--- src/rtl/load_v_stream.sv ---
// -----------------------------------------------------------------------------
// load_v_stream
//
// Strided vector loader. A command names the address of element 0, a length in
// elements and an address stride. The block reads one memory word per cycle
// and packs the elements into TILE_ELEMS-wide tiles. Tiles go out on a
// valid/ready stream. The final tile of a command is padded with zeros, and the
// padding slots issue no memory reads. No read is issued while a tile is
// waiting for capture or being presented, so there is no prefetch.
//
// Ports
//   clk, rst     clock; asynchronous active-high reset
//   cmd_valid    command request, accepted while cmd_ready is high
//   cmd_ready    high only while idle
//   cmd_addr     address of element 0
//   cmd_len      vector length in elements (0 completes with no reads or tiles)
//   cmd_stride   address increment between elements (wraps modulo 2^ADDR_WIDTH)
//   mem_re       memory read strobe, one word per cycle
//   mem_addr     read address, meaningful while mem_re is high
//   mem_rdata    read data, valid exactly MEM_LATENCY cycles after mem_re
//   tile_data    packed tile; element i sits at [i*DATA_WIDTH +: DATA_WIDTH]
//   tile_valid   tile available; data and tile_last are held until accepted
//   tile_ready   consumer accepts the tile (ignored unless a tile is presented)
//   tile_last    marks the final tile of the command
//   busy         high whenever not idle
//   done         one-cycle pulse on completion; cmd_ready is high in that cycle
// -----------------------------------------------------------------------------
module load_v_stream #(
  parameter int TILE_ELEMS  = 32,
  parameter int DATA_WIDTH  = 8,
  parameter int ADDR_WIDTH  = 24,
  parameter int LEN_WIDTH   = 16,
  parameter int MEM_LATENCY = 1
) (
  input  logic                             clk,
  input  logic                             rst,
  input  logic                             cmd_valid,
  output logic                             cmd_ready,
  input  logic [ADDR_WIDTH-1:0]            cmd_addr,
  input  logic [LEN_WIDTH-1:0]             cmd_len,
  input  logic [ADDR_WIDTH-1:0]            cmd_stride,
  output logic                             mem_re,
  output logic [ADDR_WIDTH-1:0]            mem_addr,
  input  logic [DATA_WIDTH-1:0]            mem_rdata,
  output logic [TILE_ELEMS*DATA_WIDTH-1:0] tile_data,
  output logic                             tile_valid,
  input  logic                             tile_ready,
  output logic                             tile_last,
  output logic                             busy,
  output logic                             done
);

  localparam int SLOT_W = $clog2(TILE_ELEMS);
  // One extra bit so the slot index can reach len rounded up to a whole tile
  // without overflowing, even when len is close to 2^LEN_WIDTH.
  localparam int IDX_W  = LEN_WIDTH + 1;

  localparam logic [2:0] S_IDLE    = 3'd0;
  localparam logic [2:0] S_FETCH   = 3'd1;
  localparam logic [2:0] S_WAIT    = 3'd2;
  localparam logic [2:0] S_PRESENT = 3'd3;
  localparam logic [2:0] S_DONE    = 3'd4;

  logic [2:0]            state;
  logic [ADDR_WIDTH-1:0] cur_addr;
  logic [ADDR_WIDTH-1:0] stride_q;
  logic [LEN_WIDTH-1:0]  len_q;
  logic [IDX_W-1:0]      elem_idx;   // global slot index, counts zero-fill slots too
  logic                  tile_full;  // final slot of the current tile was captured

  logic [SLOT_W-1:0]     slot;
  logic                  slot_last;
  logic                  in_range;
  logic                  fetch_slot;
  logic                  issue_rd;

  // Read tags travel alongside the outstanding memory reads. A tag leaves the
  // pipe in the same cycle that its mem_rdata is valid.
  logic                  tag_vld_p  [MEM_LATENCY];
  logic                  tag_zero_p [MEM_LATENCY];
  logic                  tag_last_p [MEM_LATENCY];
  logic [SLOT_W-1:0]     tag_slot_p [MEM_LATENCY];

  logic                  cap_vld;
  logic                  cap_zero;
  logic                  cap_last;
  logic [SLOT_W-1:0]     cap_slot;
  logic [DATA_WIDTH-1:0] cap_data;

  // The low bits of the global index select the slot within the tile.
  // This works because TILE_ELEMS is a power of two.
  assign slot       = elem_idx[SLOT_W-1:0];
  assign slot_last  = (slot == SLOT_W'(TILE_ELEMS - 1));
  assign in_range   = (elem_idx < IDX_W'(len_q));
  assign fetch_slot = (state == S_FETCH);
  assign issue_rd   = fetch_slot && in_range;

  assign cmd_ready  = (state == S_IDLE);
  assign busy       = (state != S_IDLE);
  assign mem_re     = issue_rd;
  assign mem_addr   = cur_addr;

  assign cap_vld    = tag_vld_p[MEM_LATENCY-1];
  assign cap_zero   = tag_zero_p[MEM_LATENCY-1];
  assign cap_last   = tag_last_p[MEM_LATENCY-1];
  assign cap_slot   = tag_slot_p[MEM_LATENCY-1];

  // Zero-fill slots take the same path through the tag pipe as real reads.
  // As a result, elements are always captured in issue order.
  function automatic logic [DATA_WIDTH-1:0] fill_elem(input logic zero,
                                                      input logic [DATA_WIDTH-1:0] rdata);
    return zero ? '0 : rdata;
  endfunction

  assign cap_data = fill_elem(cap_zero, mem_rdata);

  // ---- stage p0: tag entry at the issue slot, then fixed-latency shift ----
  // Clearing the valid bits on reset is what makes late mem_rdata from an
  // abandoned command harmless.
  always_ff @(posedge clk or posedge rst) begin
    if (rst) begin
      for (int i = 0; i < MEM_LATENCY; i++) begin
        tag_vld_p[i] <= 1'b0;
      end
    end else begin
      tag_vld_p[0] <= fetch_slot;
      for (int i = 1; i < MEM_LATENCY; i++) begin
        tag_vld_p[i] <= tag_vld_p[i-1];
      end
    end
  end

  always_ff @(posedge clk) begin
    tag_zero_p[0] <= !in_range;
    tag_last_p[0] <= slot_last;
    tag_slot_p[0] <= slot;
    for (int i = 1; i < MEM_LATENCY; i++) begin
      tag_zero_p[i] <= tag_zero_p[i-1];
      tag_last_p[i] <= tag_last_p[i-1];
      tag_slot_p[i] <= tag_slot_p[i-1];
    end
  end

  // ---- stage p(MEM_LATENCY): capture into the tile register ----
  // Captures only happen while fetching or waiting. The tile is therefore
  // stable while it is presented.
  always_ff @(posedge clk or posedge rst) begin
    if (rst) begin
      tile_data <= '0;
    end else if (cap_vld) begin
      for (int i = 0; i < TILE_ELEMS; i++) begin
        if (cap_slot == SLOT_W'(i)) begin
          tile_data[i*DATA_WIDTH +: DATA_WIDTH] <= cap_data;
        end
      end
    end
  end

  // Control FSM
  always_ff @(posedge clk or posedge rst) begin
    if (rst) begin
      state      <= S_IDLE;
      cur_addr   <= '0;
      stride_q   <= '0;
      len_q      <= '0;
      elem_idx   <= '0;
      tile_full  <= 1'b0;
      tile_valid <= 1'b0;
      tile_last  <= 1'b0;
      done       <= 1'b0;
    end else begin
      done <= 1'b0;

      if (cap_vld && cap_last) begin
        tile_full <= 1'b1;
      end

      case (state)
        S_IDLE: begin
          if (cmd_valid) begin
            cur_addr <= cmd_addr;
            stride_q <= cmd_stride;
            len_q    <= cmd_len;
            elem_idx <= '0;
            state    <= (cmd_len == '0) ? S_DONE : S_FETCH;
          end
        end

        S_FETCH: begin
          elem_idx <= elem_idx + IDX_W'(1);
          if (issue_rd) begin
            cur_addr <= cur_addr + stride_q;
          end
          if (slot_last) begin
            state <= S_WAIT;
          end
        end

        S_WAIT: begin
          // At this point elem_idx has advanced past the whole tile, so it
          // equals (tile_idx+1)*TILE_ELEMS.
          if (tile_full) begin
            tile_full  <= 1'b0;
            tile_valid <= 1'b1;
            tile_last  <= !in_range;
            state      <= S_PRESENT;
          end
        end

        S_PRESENT: begin
          if (tile_ready) begin
            tile_valid <= 1'b0;
            tile_last  <= 1'b0;
            state      <= tile_last ? S_DONE : S_FETCH;
          end
        end

        S_DONE: begin
          done  <= 1'b1;
          state <= S_IDLE;
        end

        default: begin
          state <= S_IDLE;
        end
      endcase
    end
  end

endmodule

--- config.mk ---
export PLATFORM = sky130hd
export DESIGN_NAME = load_v_stream
export DESIGN_NICKNAME = d
export VERILOG_FILES = /design/src/rtl/load_v_stream.sv
export SDC_FILE = /design/constraint.sdc
export NUM_CORES = 1
export LEC_CHECK = 0
export BUFFER_PORTS_ARGS = -buffer_cell sky130_fd_sc_hd__clkbuf_2
export CAP_MARGIN = 10
export CORE_MARGIN = 5
export CORE_UTILIZATION = 55
export CTS_CLUSTER_SIZE = 30
export DETAILED_ROUTE_END_ITERATION = 8
export GPL_TIMING_DRIVEN = 0
export PLACE_DENSITY = 0.86
export RECOVER_POWER = 25
export SYNTH_ARGS = -nofsm -noshare
export SYNTH_HDL_FRONTEND = slang
export SYNTH_SLANG_ARGS = --single-unit
--- constraint.sdc ---
create_clock -name clk -period 15.7 [get_ports clk]
set_input_delay 0 -clock clk [delete_from_list [all_inputs] [get_ports clk]]
set_output_delay 0 -clock clk [all_outputs]
set_load 0.05 [all_outputs]
== After elaboration in Yosys (flattened, before gate mapping) ==
Memory sizes are Yosys's and may differ from the RTL's.
Index checks and enable logic that the tools add are counted.

* Register bits after elaboration: 345
* RAM bits: 7
* Input port bits: 76
* Output and inout bits: 286
* Memories kept: 3

* Add/subtract/negate cells: 2
* Order comparisons: 1
* Equality and inequality tests: 41
* Muxes and demuxes: 22
* Reduce and logical (&&, ||, !) cells: 46

{| class="wikitable"
|+ Memory list
! name !! depth !! width !! read ports !! clocked after memory_dff !! wr ports !! line !! text
|-
| tag_slot_p || 1 || 5 || 1 || 0 || 1 || 82 || <nowiki>logic [SLOT_W-1:0] tag_slot_p [MEM_LATENCY];</nowiki>
|-
| tag_last_p || 1 || 1 || 1 || 0 || 1 || 81 || <nowiki>logic tag_last_p [MEM_LATENCY];</nowiki>
|-
| tag_zero_p || 1 || 1 || 1 || 0 || 1 || 80 || <nowiki>logic tag_zero_p [MEM_LATENCY];</nowiki>
|}

{| class="wikitable"
|+ Operators with widths
! cell !! count
|-
| equality test 5 bit, second input constant || 17
|-
| AND reduction 2 bit || 34
|-
| 2-to-1 mux 24 bit || 2
|-
| one-hot mux 24 bit (2 select lines) || 1
|-
| equality test 5 x 4 -> 1 bit, second input constant || 8
|-
| one-hot mux 17 bit (2 select lines) || 1
|-
| adder 24 bit || 1
|-
| equality test 5 x 3 -> 1 bit, second input constant || 4
|-
| 2-to-1 mux 3 bit || 6
|-
| adder 17 x 1 -> 17 bit, second input constant || 1
|-
| less-than comparator 17 x 16 -> 1 bit || 1
|-
| 2-to-1 mux 17 bit || 1
|-
| logical NOT 16 bit || 1
|-
| one-hot mux 3 bit (4 select lines) || 1
|-
| equality test 5 x 2 -> 1 bit, second input constant || 2
|-
| inequality test 2 bit, second input constant || 5
|-
| 2-to-1 mux 8 bit || 1
|-
| 2-to-1 mux 1 bit || 7
|-
| equality test 3 x 2 -> 1 bit, second input constant || 2
|-
| AND reduction 3 bit || 2
|-
| equality test 5 x 1 -> 1 bit, second input constant || 1
|-
| logical NOT 5 bit || 1
|-
| one-hot mux 1 bit (2 select lines) || 2
|-
| AND reduction 4 bit || 1
|-
| 7 further kinds || 9
|}

== Depth between registers and ports, before layout ==
Gate-level depths: netlist of the first run.

* Depth in word-level cells: 4
* Depth in mapped cells: 11
* Gate-level depth less buffers: 10

== Worst setup path after synthesis of the first run ==
Ideal clock, no wire load.

* Path type: register to register
* From: reg cur_addr[0], in the netlist mem_addr[0]
* To: reg cur_addr[22], in the netlist mem_addr[22]
* Arrival: 2645 ps
* Slack: 12968 ps
* Cell stages (with the launch flop): 11
* Path through: dfrtp_1 -> ha_1 -> inv_1 -> fa_1 -> nor2b_1 -> o2111ai_1 -> a21oi_1 -> a211oi_2 -> a31oi_1 -> mux2_2 -> o211ai_1

* Longest elaborated chain between the ends: 3

{| class="wikitable"
|+ Ends and longest elaborated chain
! element !! line !! text
|-
| start, declared || 65 || <nowiki>logic [ADDR_WIDTH-1:0] cur_addr;</nowiki>
|-
| start signal, assigned || 181 || <nowiki>cur_addr <= cmd_addr;</nowiki>
|-
| start signal, assigned || 192 || <nowiki>cur_addr <= cur_addr + stride_q;</nowiki>
|-
| adder 24 bit || 192 ||
|-
| 2-to-1 mux 24 bit || 191 || <nowiki>if (issue_rd) begin</nowiki>
|-
| one-hot mux 24 bit (2 select lines) || 178 || <nowiki>case (state)</nowiki>
|}

No other way between the ends. The select of a mux whose other input is x is not followed.
A chain may end at the register's enable or synchronous reset.

==> impl_metrics.csv, run 1 <==
group,metric,value,unit
logic_synthesis,avgSynthCellArea,10.35,sq um
sta,clock.fmax,235.2,MHz
worst_setup_path,required,15.30,ns
cells_and_area,final_cells,2286,
placed_design,place_hpwl,33.50,mm
worst_setup_path,end_kind,"async pin",
placed_design,dp_cells,2155,
status,violations,"capacitance limit, slew limit",
routing,wire_per_inst,21.50,um
clocking,worstSkewPairLatency,0.52,ns
clocking,clockBufferDepth,3,
die,fp.dieH,175.2,um
worst_setup_path,cp-start-kind,"primary input",
hold_path,hp-start,"cmd_addr[23]",
routing,drt_wl_total,49.15,mm
cells_and_area,layout_commonest_cell,"dfrtp_1",
global_route,antenna_found_initial,2,
worst_setup_path,r2r_start,"mem_addr[0]",
routing,first_iter_violations,1143,
clocking,numCtsBuffers,37,
pwr,total_power,5.036,mW
sta,maxSlewHeadroom,-277.3,%
cells_and_area,area.growth.synth_to_final,27.48,%
clocking,cts_tree,"yes",
sta,fin_hold_ws,0.02003,ns
logic_synthesis,yosys_warnings,0,
logic_synthesis,ys_seq_elements,352,
sta,worstMarginPinSlew,5.629,ns
global_route,grt_max_degree,129,
die,ios,362,
sta,post-route-min-period,4.252,ns
worst_setup_path,worstSetupPathType,"in2async",
cells_and_area,fill_cells,1877,
sta,slew_violations,129,
worst_setup_path,worstPathCellList,"dlygate4sd3_1, clkbuf_1, clkinvlp_2",
logic_synthesis,yosysSeqAreaShare,58.44,%
placed_design,port_buffers,361,
routing,drtAntennaViolNets,0,
logic_synthesis,synthCells,1451,
sta,fin_crit_sh,27.08,%
global_route,grt_pass1_vias,13640,
logic_synthesis,synthArstFlopShare,98.01,%
routing,vias_per_cell,5.907,
logic_synthesis,syn_area,0.01501,sq mm
routing,drtPass1Iterations,5,
cells_and_area,fin_nets,2036,
cells_and_area,drive_gt1_share,22.27,%
cells_and_area,regArea,0.008773,sq mm
logic_synthesis,synth_edf_count,0,
die,coreArea,0.02695,sq mm
clocking,h-tree-depth,2,
die,die_w,175.2,um
die,start_util,55.71,%
pwr,ir_worst_vdd,0.1473,mV
worst_setup_path,cpMaxStageDelayCell,"clkinvlp_2",
sta,setup_viol,0,
pwr,leakagePower,9.432,nW
placed_design,place_congestion,0.8742,
die,dieArea,0.03070,sq mm
routing,num_vias,13500,
global_route,grtUsageTotal,31.20,%
logic_synthesis,syn-num-nets,1568,
routing,drc,0,
sta,skew,0.009245,ns
status,outcome,"finished, violations left",
sta,rsz0062_at_grt,"false",
global_route,grt_pass1_wl,75.90,mm
clocking,cts_num_sinks,352,
clocking,clkTransAtPathRegs,0.06,ns
cells_and_area,final_cell_mix,"345 x dfrtp_1, 329 x nand2_1, 247 x clkbuf_2, 217 x o21ai_0, 180 x clkbuf_1",
pwr,power.density,263.1,mW/mm^2
hold_path,hold_path_class,"in2reg",
logic_synthesis,ys.flop_type,"dfrtp_1",
worst_setup_path,max_stage_delay,3.11,ns
sta,setup_tns,0,ns
worst_setup_path,startpoint,"rst",
flow_run,drv_cap,1,
sta,hold_viol,0,
logic_synthesis,synth_cell_types,61,
die,placementRows,60,
cells_and_area,multiInputGateArea,0.005814,sq mm
worst_setup_path,path_max_fanout,128,
global_route,overflow,0,
clocking,clockRootBuffer,"clkbuf_16",
worst_setup_path,cp.arrival,3.85,ns
-- layout make-up --
class                   count  share of cell area (%)
diodes                      1                 0.01308
plain buffers              76                   1.634
clock buffers              51                   5.694
clock inverters            13                   1.177
inverters                  30                  0.5949
multi-input cells         993                   30.38
flip-flops and latches    352                   45.84
well taps                 341                   2.229
repair buffers            429                   12.43
-- logic make-up after synthesis --
group | synth area share [%]
and+or+nand+nor | 14.68
muxes | 7.551
buffers and inverters | 2.834
DFF | 58.44
xor gates and xnor gates | 0.8168
adders and majority gates | 3.467
AOI/OAI and AO/OA | 12.21
-- routing by layer --
layer | vias up | track usage [%] | share of wire (%)
met5 | - | 0 | 0.037
li1 | 5926 | - | -
met4 | 2 | 14.14 | 5.2
met2 | 787 | 54.60 | 50
met3 | 189 | 6.729 | 9.0
met1 | 6599 | 36.97 | 36
-- what timing repair did --
item,CTS,global route
setup buffers,0,0
resized for setup,0,0
hold buffers,66,0
hold endpoints to repair,196,0
endpoints found under the setup margin,0,0
-- flip-flops by register name, indices dropped and copies added (netlist names), 3 cells and up --
signal and count:
state 3, stride_q 24, len_q 16, tile_data 256
mem_addr 24, elem_idx 17, tag_slot_p 5
-- cell usage after synthesis, drive strengths merged (2+ instances only) --
cell type  number  area share [%]
nor3            7            0.23
nand4          12            0.50
and2            4            0.17
o2111ai         3            0.18
or3             8            0.33
a21boi          2            0.10
a31oi          19            0.79
inv            30            0.75
mux2i           3            0.20
nor2b          20            0.83
and4b           2            0.16
xor2            6            0.35
ha             40             3.3
dfxtp           7            0.93
a21oi          43             1.5
o211ai          6            0.30
o31ai           4            0.20
nand2b         18            0.75
nor2           52             1.4
a21o           10            0.50
a211oi          5            0.28
nand2         330             8.3
nor3b           6            0.37
mux2           98             7.4
nor4            5            0.25
o21a            3            0.15
dfrtp         345              58
a22oi           2            0.10
buf            14            0.53
o21ai         227             7.6
clkbuf         62             1.6
and3           11            0.46
xnor2           8            0.47
nand3          23            0.77
or2             3            0.13
-- report_power, final --
part / switching (mW) / total (mW) / leakage (nW) / internal (mW)
clock: 0.363 / 0.934 / 0.641 / 0.571
sequential: 0.249 / 1.52 / 4.23 / 1.27
combinational: 1.94 / 2.58 / 4.56 / 0.640
total: 2.55 / 5.04 / 9.43 / 2.48
-- stage by stage --
stage | instance area, sq um | setup WS, ns | util, %
after floorplan | 15010 | 6.135 | -
after global placement | 17250 | 3.008 | 63.99
after detailed placement | 17310 | 12.76 | 64.22
after CTS | 19280 | 12.75 | 71.56
after global routing | 19140 | 10.43 | 71.01
final | 19140 | 11.45 | 71.01
-- path summary, 6_finish.rpt --
| path | endpoint | slack (ns) | cells after the start |
|---|---|---|---|
| hold / removal | mem_addr[23] | 0.02 | 4 |
| max in group clk | mem_addr[22] | 12.70 | 10 |
| hold reg to reg | tile_full | 0.47 | 2 |
| min in group asynchronous | stride_q[5] | 1.78 | 3 |
| setup reg to reg | mem_addr[22] | 12.70 | 10 |
| setup / recovery | tile_data[152] | 11.45 | 3 |
-- critical path, delay by kind of cell --
family                 cells  cell delay [ns]
buffers and inverters      3             3.75
Note: power is estimated with default switching activity, not from simulation.
==> inputs of run 2 (changes only) <==
--- a/config.mk
+++ b/config.mk
@@ -8,11 +8,11 @@
 export BUFFER_PORTS_ARGS = -buffer_cell sky130_fd_sc_hd__clkbuf_2
 export CAP_MARGIN = 10
 export CORE_MARGIN = 5
-export CORE_UTILIZATION = 55
+export CORE_UTILIZATION = 54
 export CTS_CLUSTER_SIZE = 30
 export DETAILED_ROUTE_END_ITERATION = 8
 export GPL_TIMING_DRIVEN = 0
-export PLACE_DENSITY = 0.86
+export PLACE_DENSITY = 0.84
 export RECOVER_POWER = 25
 export SYNTH_ARGS = -nofsm -noshare
 export SYNTH_HDL_FRONTEND = slang
==> constraint.sdc (replaced) <==
create_clock -name clk -period 4.15 [get_ports clk]
set_input_delay 0 -clock clk [delete_from_list [all_inputs] [get_ports clk]]
set_output_delay 0 -clock clk [all_outputs]
set_load 0.05 [all_outputs]
==> run 2 against run 1 <==
The flow finishes with violations (capacitance limit). Flip-flop and latch count unchanged. Global-route usage fell by 0.53 points. Worst setup slack worse by 10 ns. Via count is 0.54% lower. Critical path depth grew 7. Combinational power rose to 3.8 times the previous value. Utilization fell by 1.3 points. Worst hold slack improved by 0.024 ns. First-iteration DRC count is 3.3% lower. Clock power increased to 3.7 times the previous value. Die area increased by 1.7%. Critical path type is now reg2reg. Critical endpoint is now mem_addr[22].
==> impl_metrics.csv, run 2 (synthesis gave the netlist of run 1 again) <==
group,metric,value,unit
status,outcome,"finished, violations left",
status,violations,"capacitance limit",
global_route,grtUsageTotal,30.66,%
routing,wire_per_inst,20.95,um
worst_setup_path,required,4.56,ns
sta,hold_viol,0,
die,coreArea,0.02763,sq mm
pwr,leakagePower,9.467,nW
pwr,power_frac_comb,51.4,%
clocking,worstSkewPairLatency,0.52,ns
pwr,ir_worst_vdd,0.5826,mV
die,placementRows,61,
cells_and_area,fin_util,69.71,%
global_route,antenna_found_initial,0,
worst_setup_path,cp-start-kind,"register",
sta,setup_viol,0,
pwr,power.share.clock,18.2,%
clocking,cts_resized,0,
cells_and_area,drive_gt1_share,22.52,%
clocking,numCtsBuffers,37,
clocking,cts_num_sinks,352,
cells_and_area,final_cells,2332,
cells_and_area,layout_commonest_cell,"dfrtp_1",
die,fp.dieH,176.7,um
sta,post-route-min-period,3.003,ns
global_route,grt_max_degree,46,
global_route,grt_pass1_vias,13600,
worst_setup_path,cp.arrival,3.41,ns
pwr,power_switching,9.629,mW
die,start_util,54.34,%
sta,clock.fmax,333.0,MHz
sta,fin_hold_ws,0.04398,ns
clocking,h-tree-depth,2,
placed_design,place_congestion,0.8932,
cells_and_area,final_cell_mix,"345 x dfrtp_1, 329 x nand2_1, 251 x clkbuf_2, 217 x o21ai_0, 182 x clkbuf_1",
hold_path,hold_path_class,"in2reg",
clocking,clkTransAtPathRegs,0.06,ns
die,ios,362,
die,dieArea,0.03124,sq mm
clocking,post_cts_buffers,0,
routing,drc,0,
clocking,clockRootBuffer,"clkbuf_16",
worst_setup_path,path_max_fanout,3,
routing,drtAntennaViolNets,0,
pwr,internal-power,9.349,mW
global_route,grtUsageMet1,36.58,%
routing,num_vias,13430,
cells_and_area,fin_nets,2044,
sta,skew,0.01602,ns
routing,vias_per_cell,5.759,
pwr,power.density,985.3,mW/mm^2
cells_and_area,largest_reg_flops,256,
global_route,met3_usage,6.131,%
cells_and_area,largest_register,"tile_data",
routing,drt_wl_total,48.86,mm
cells_and_area,area.growth.synth_to_final,28.29,%
clocking,cts_tree,"yes",
worst_setup_path,worstPathCellList,"ha_1, inv_1, fa_1, nor2b_1, o2111ai_1, a21oi_1, a211oi_2, a31oi_1, mux2_2, o211ai_1",
flow_run,drv_cap,1,
pwr,pwr-share-seq,30.5,%
sta,worstMarginPinSlew,1.484,ns
sta,maxSlewHeadroom,0.5481,%
placed_design,port_buffers,361,
clocking,clockBufferDepth,3,
routing,first_iter_violations,1105,
routing,drtPass1Iterations,6,
pwr,sw_frac_of_total,50.74,%
clocking,postCtsHoldBufs,67,
worst_setup_path,end_kind,"register",
cells_and_area,antennaDiodeCount,0,
global_route,overflow,0,
sta,rsz0062_at_grt,"false",
global_route,grt_pass1_wl,75.34,mm
global_route,top_usage_layer,"met2",
sta,fin_crit_sh,72.36,%
global_route,use_met2,53.27,%
worst_setup_path,cpMaxStageDelayCell,"dfrtp_1",
worst_setup_path,worstSetupPathType,"reg2reg",
placed_design,place_hpwl,33.44,mm
worst_setup_path,max_stage_delay,0.40,ns
sta,slew_violations,0,
die,die_w,176.7,um
placed_design,dp_cells,2199,
run 2: changes by cell type in the layout (fill, tap and decap cells not counted), moves of 2 or more:
cell and change:
clkbuf_2 +4, inv_6 +2, buf_16 -2, clkbuf_1 +2, buf_12 +8
run 2: path summary, 6_finish.rpt:
kind	startpoint	cells after the start	slack, ns	endpoint
worst min register to register	tag_last_p[0]	2	0.46	tile_full
max in group asynchronous	rst	6	1.54	tile_data[125]
worst max register to register	mem_addr[0]	10	1.15	mem_addr[22]
min in group asynchronous	rst	3	0.36	tile_data[31]
worst max-delay path	mem_addr[0]	10	1.15	mem_addr[22]
worst min-delay path	mem_rdata[1]	3	0.04	tile_data[89]
run 2: layout make-up:
cell class              count  area, sq um
flip-flops and latches    352         8773
fillers                  1981         8368
multi-input cells         993         5814
repair buffers            437         2504
clock buffers              54         1070
well taps                 378        473.0
plain buffers              76        312.8
clock inverters            12        200.2
inverters                  30        113.9
run 2: metal layers:
layer / vias up / part of all wire [%]
met4: 0 / 5.6
met2: 807 / 49
li1: 5927 / -
met1: 6501 / 36
met3: 195 / 9.0
met5: - / 0
run 2: power groups by stage:
stage / clock, mW / combinational (mW) / sequential (mW)
6_report: 3.45 / 9.75 / 5.78
3_5_place_dp: 0 / 9.58 / 5.77
4_1_cts: 3.48 / 9.76 / 5.73
2_1_floorplan: 0 / 3.39 / 9.38
5_1_grt: 3.63 / 10.4 / 5.90
3_3_place_gp: 0 / 9.33 / 5.71
run 2: metrics by stage:
step / cell area [sq um] / worst slack [ns] / TNS [ns] / total power, mW
after floorplan: 15020 / -0.4665 / -160.93 / 12.77
after CTS: 19420 / 1.199 / 0 / 18.97
after detailed placement: 17480 / 1.247 / 0 / 15.35
final: 19260 / 1.147 / 0 / 18.98
after global placement: 17300 / -2.199 / -746.52 / 15.04
after global routing: 19260 / 0.9849 / 0 / 19.92
run 2: worst max-delay path, delay by kind of cell (launching register included):
family,cells,cell delay [ns]
adder cells (fa/ha/maj),2,0.63
buffers and inverters,1,0.07
AO/OA/AOI/OAI,5,1.21
multiplexers,1,0.36
AND/OR/NAND/NOR,1,0.23
flip-flops,1,0.40
==> inputs of run 3 (changes only) <==
--- a/config.mk
+++ b/config.mk
@@ -8,11 +8,11 @@
 export BUFFER_PORTS_ARGS = -buffer_cell sky130_fd_sc_hd__clkbuf_2
 export CAP_MARGIN = 10
 export CORE_MARGIN = 5
-export CORE_UTILIZATION = 54
+export CORE_UTILIZATION = 49
 export CTS_CLUSTER_SIZE = 30
 export DETAILED_ROUTE_END_ITERATION = 8
 export GPL_TIMING_DRIVEN = 0
-export PLACE_DENSITY = 0.84
+export PLACE_DENSITY = 0.81
 export RECOVER_POWER = 25
 export SYNTH_ARGS = -nofsm -noshare
 export SYNTH_HDL_FRONTEND = slang
==> constraint.sdc (replaced) <==
create_clock -name clk -period 2.6 [get_ports clk]
set_input_delay 0 -clock clk [delete_from_list [all_inputs] [get_ports clk]]
set_output_delay 0 -clock clk [all_outputs]
set_load 0.05 [all_outputs]
==> run 3 against run 2 <==
The run now ends clean. Sequential power increased by 59%. First-iteration DRC count grew 3.5%. Global-route usage decreased by 2.7 points. Highest routed layer unchanged.
==> impl_metrics.csv, run 3 (synthesis gave the netlist of run 1 again) <==
group,metric,value,unit
status,outcome,"complete, no violations",
worst_setup_path,path_max_fanout,9,
clocking,clockRootBuffer,"clkbuf_16",
cells_and_area,fin_nets,2057,
placed_design,place_ws,-0.2691,ns
die,dieArea,0.03424,sq mm
hold_path,hold_path_class,"in2reg",
hold_path,min_path_cells,3,
clocking,clockBufferDepth,3,
cells_and_area,final_cells,2362,
sta,maxSlewHeadroom,5.539,%
clocking,cts_num_sinks,352,
clocking,cts_tree,"yes",
global_route,grt_pass1_vias,13700,
sta,skew,0.009159,ns
global_route,grt_max_degree,46,
sta,post-route-min-period,2.578,ns
cells_and_area,antennaDiodeCount,0,
worst_setup_path,startpoint,"tag_slot_p[0][2]",
routing,num_vias,13470,
routing,drtAntennaViolNets,0,
routing,wire_per_inst,20.80,um
sta,setup_viol,0,
global_route,overflow,0,
sta,worstMarginPinSlew,1.417,ns
placed_design,place_congestion,0.9006,
routing,drt_wl_total,49.13,mm
worst_setup_path,required,3.00,ns
clocking,h-tree-depth,2,
clocking,clkTransAtPathRegs,0.06,ns
sta,rsz0062_at_grt,"true",
sta,hold_viol,0,
routing,first_iter_violations,1144,
die,start_util,49.34,%
global_route,grt_pass1_wl,75.72,mm
clocking,worstSkewPairLatency,0.52,ns
flow_run,drv_cap,0,
sta,clock.fmax,388.0,MHz
cells_and_area,final_cell_mix,"366 x clkbuf_2, 343 x dfrtp_1, 328 x nand2_1, 216 x o21ai_0, 97 x mux2_2",
worst_setup_path,cp.arrival,2.98,ns
pwr,leakagePower,9.888,nW
pwr,power.density,1564,mW/mm^2
die,die_w,185.0,um
die,fp.dieH,185.0,um
worst_setup_path,r2r_start,"tag_slot_p[0][2]",
worst_setup_path,worst_r2r_endpoint,"tile_data[178]",
die,placementRows,64,
placed_design,port_buffers,361,
sta,slew_violations,0,
placed_design,place_hpwl,34.08,mm
cells_and_area,fill_cells,2242,
global_route,grtUsageTotal,27.93,%
global_route,antenna_found_initial,0,
cells_and_area,drive_gt1_share,29.70,%
die,coreArea,0.03043,sq mm
hold_path,hp-start,"mem_rdata[7]",
placed_design,dp_cells,2217,
pwr,ir_worst_vdd,1.368,mV
sta,fin_crit_sh,99.14,%
routing,vias_per_cell,5.704,
hold_path,hold_end,"tile_data[95]",
worst_setup_path,r2r_setup_slack,0.02,ns
cells_and_area,fin_util,64.28,%
worst_setup_path,r2r_cells,5,
worst_setup_path,cp-start-kind,"register",
routing,drc,0,
sta,worst_slack,0.02241,ns
die,ios,362,
worst_setup_path,worstSetupPathType,"reg2reg",
cells_and_area,layout_commonest_cell,"clkbuf_2",
clocking,numCtsBuffers,37,
cells_and_area,largest_register,"tile_data",
routing,drtPass1Iterations,5,
cells_and_area,largest_reg_flops,256,
worst_setup_path,end_kind,"register",
cells_and_area,area.growth.synth_to_final,30.29,%
## run 3: changes by cell type in the layout (fill, tap and decap cells not counted), sizes merged
cell | previous run | this run
buf | 22 | 31
bufinv | 5 | 3
clkbuf | 478 | 479
clkinv | 2 | 10
clkinvlp | 4 | 2
dlygate4sd3 | 67 | 66
inv | 31 | 30
## run 3: worst max path at each step
stage	end	slack, ns	cells after the start
detailed placement	mem_addr[22]	-0.27	10
finish	tile_data[178]	0.02	5
floorplan	cap_vld	-2.02	1
CTS	mem_addr[22]	-0.007	10
global placement	tile_data[172]	-3.81	2
global route	tile_data[173]	-0.12	5
## run 3: what timing repair did
action                                  4_1_cts  5_1_grt
hold buffers                                 66        0
pin swaps                                     2        2
hold endpoints to repair                    223        0
resized for setup                             6       26
endpoints found under the setup margin       10       44
setup buffers                                 4       10
## run 3: layout make-up
cell class	count	area, sq um	area share (%)
clock buffers	50	1066	5.450
clock inverters	15	182.7	0.9339
repair buffers	450	2685	13.73
flip-flops and latches	352	8776	44.87
inverters	30	113.9	0.5821
well taps	396	495.5	2.533
plain buffers	76	329.1	1.682
multi-input cells	993	5912	30.22
## run 3: routing by layer
metal	global-route usage [%]	up-vias	part of all wire [%]
met5	0	-	0
met4	12.33	0	5.0
met3	5.754	170	9.1
met2	49.20	788	50
met1	33.14	6547	36
li1	-	5967	-
## run 3: metrics by stage
step / setup TNS (ns) / total power, mW / hold slack [ns] / cell area (sq um)
finish: 0 / 30.59 / 0.04234 / 19560
global route: -5.433 / 32.12 / 0.04616 / 19560
CTS: -0.02015 / 30.19 / 0.02449 / 19460
detailed placement: -0.4437 / 24.56 / 0.05000 / 17500
global placement: -1298.39 / 24.08 / 0.1959 / 17320
floorplan: -695.82 / 20.39 / 0.1054 / 15020
## run 3: critical path, stage by stage (launching register included)
cell and delay [ns]:
dfxtp_1 0.30, buf_2 0.20, nor2b_1 0.58, nand3_1 0.24
nor2_1 0.72, mux2_2 0.42
## run 3: power breakdown
part,switching (mW),internal [mW],leakage (nW)
clock,2.19,3.20,0.619
combinational,11.8,4.21,5.04
sequential,1.52,7.67,4.23
total,15.5,15.1,9.89
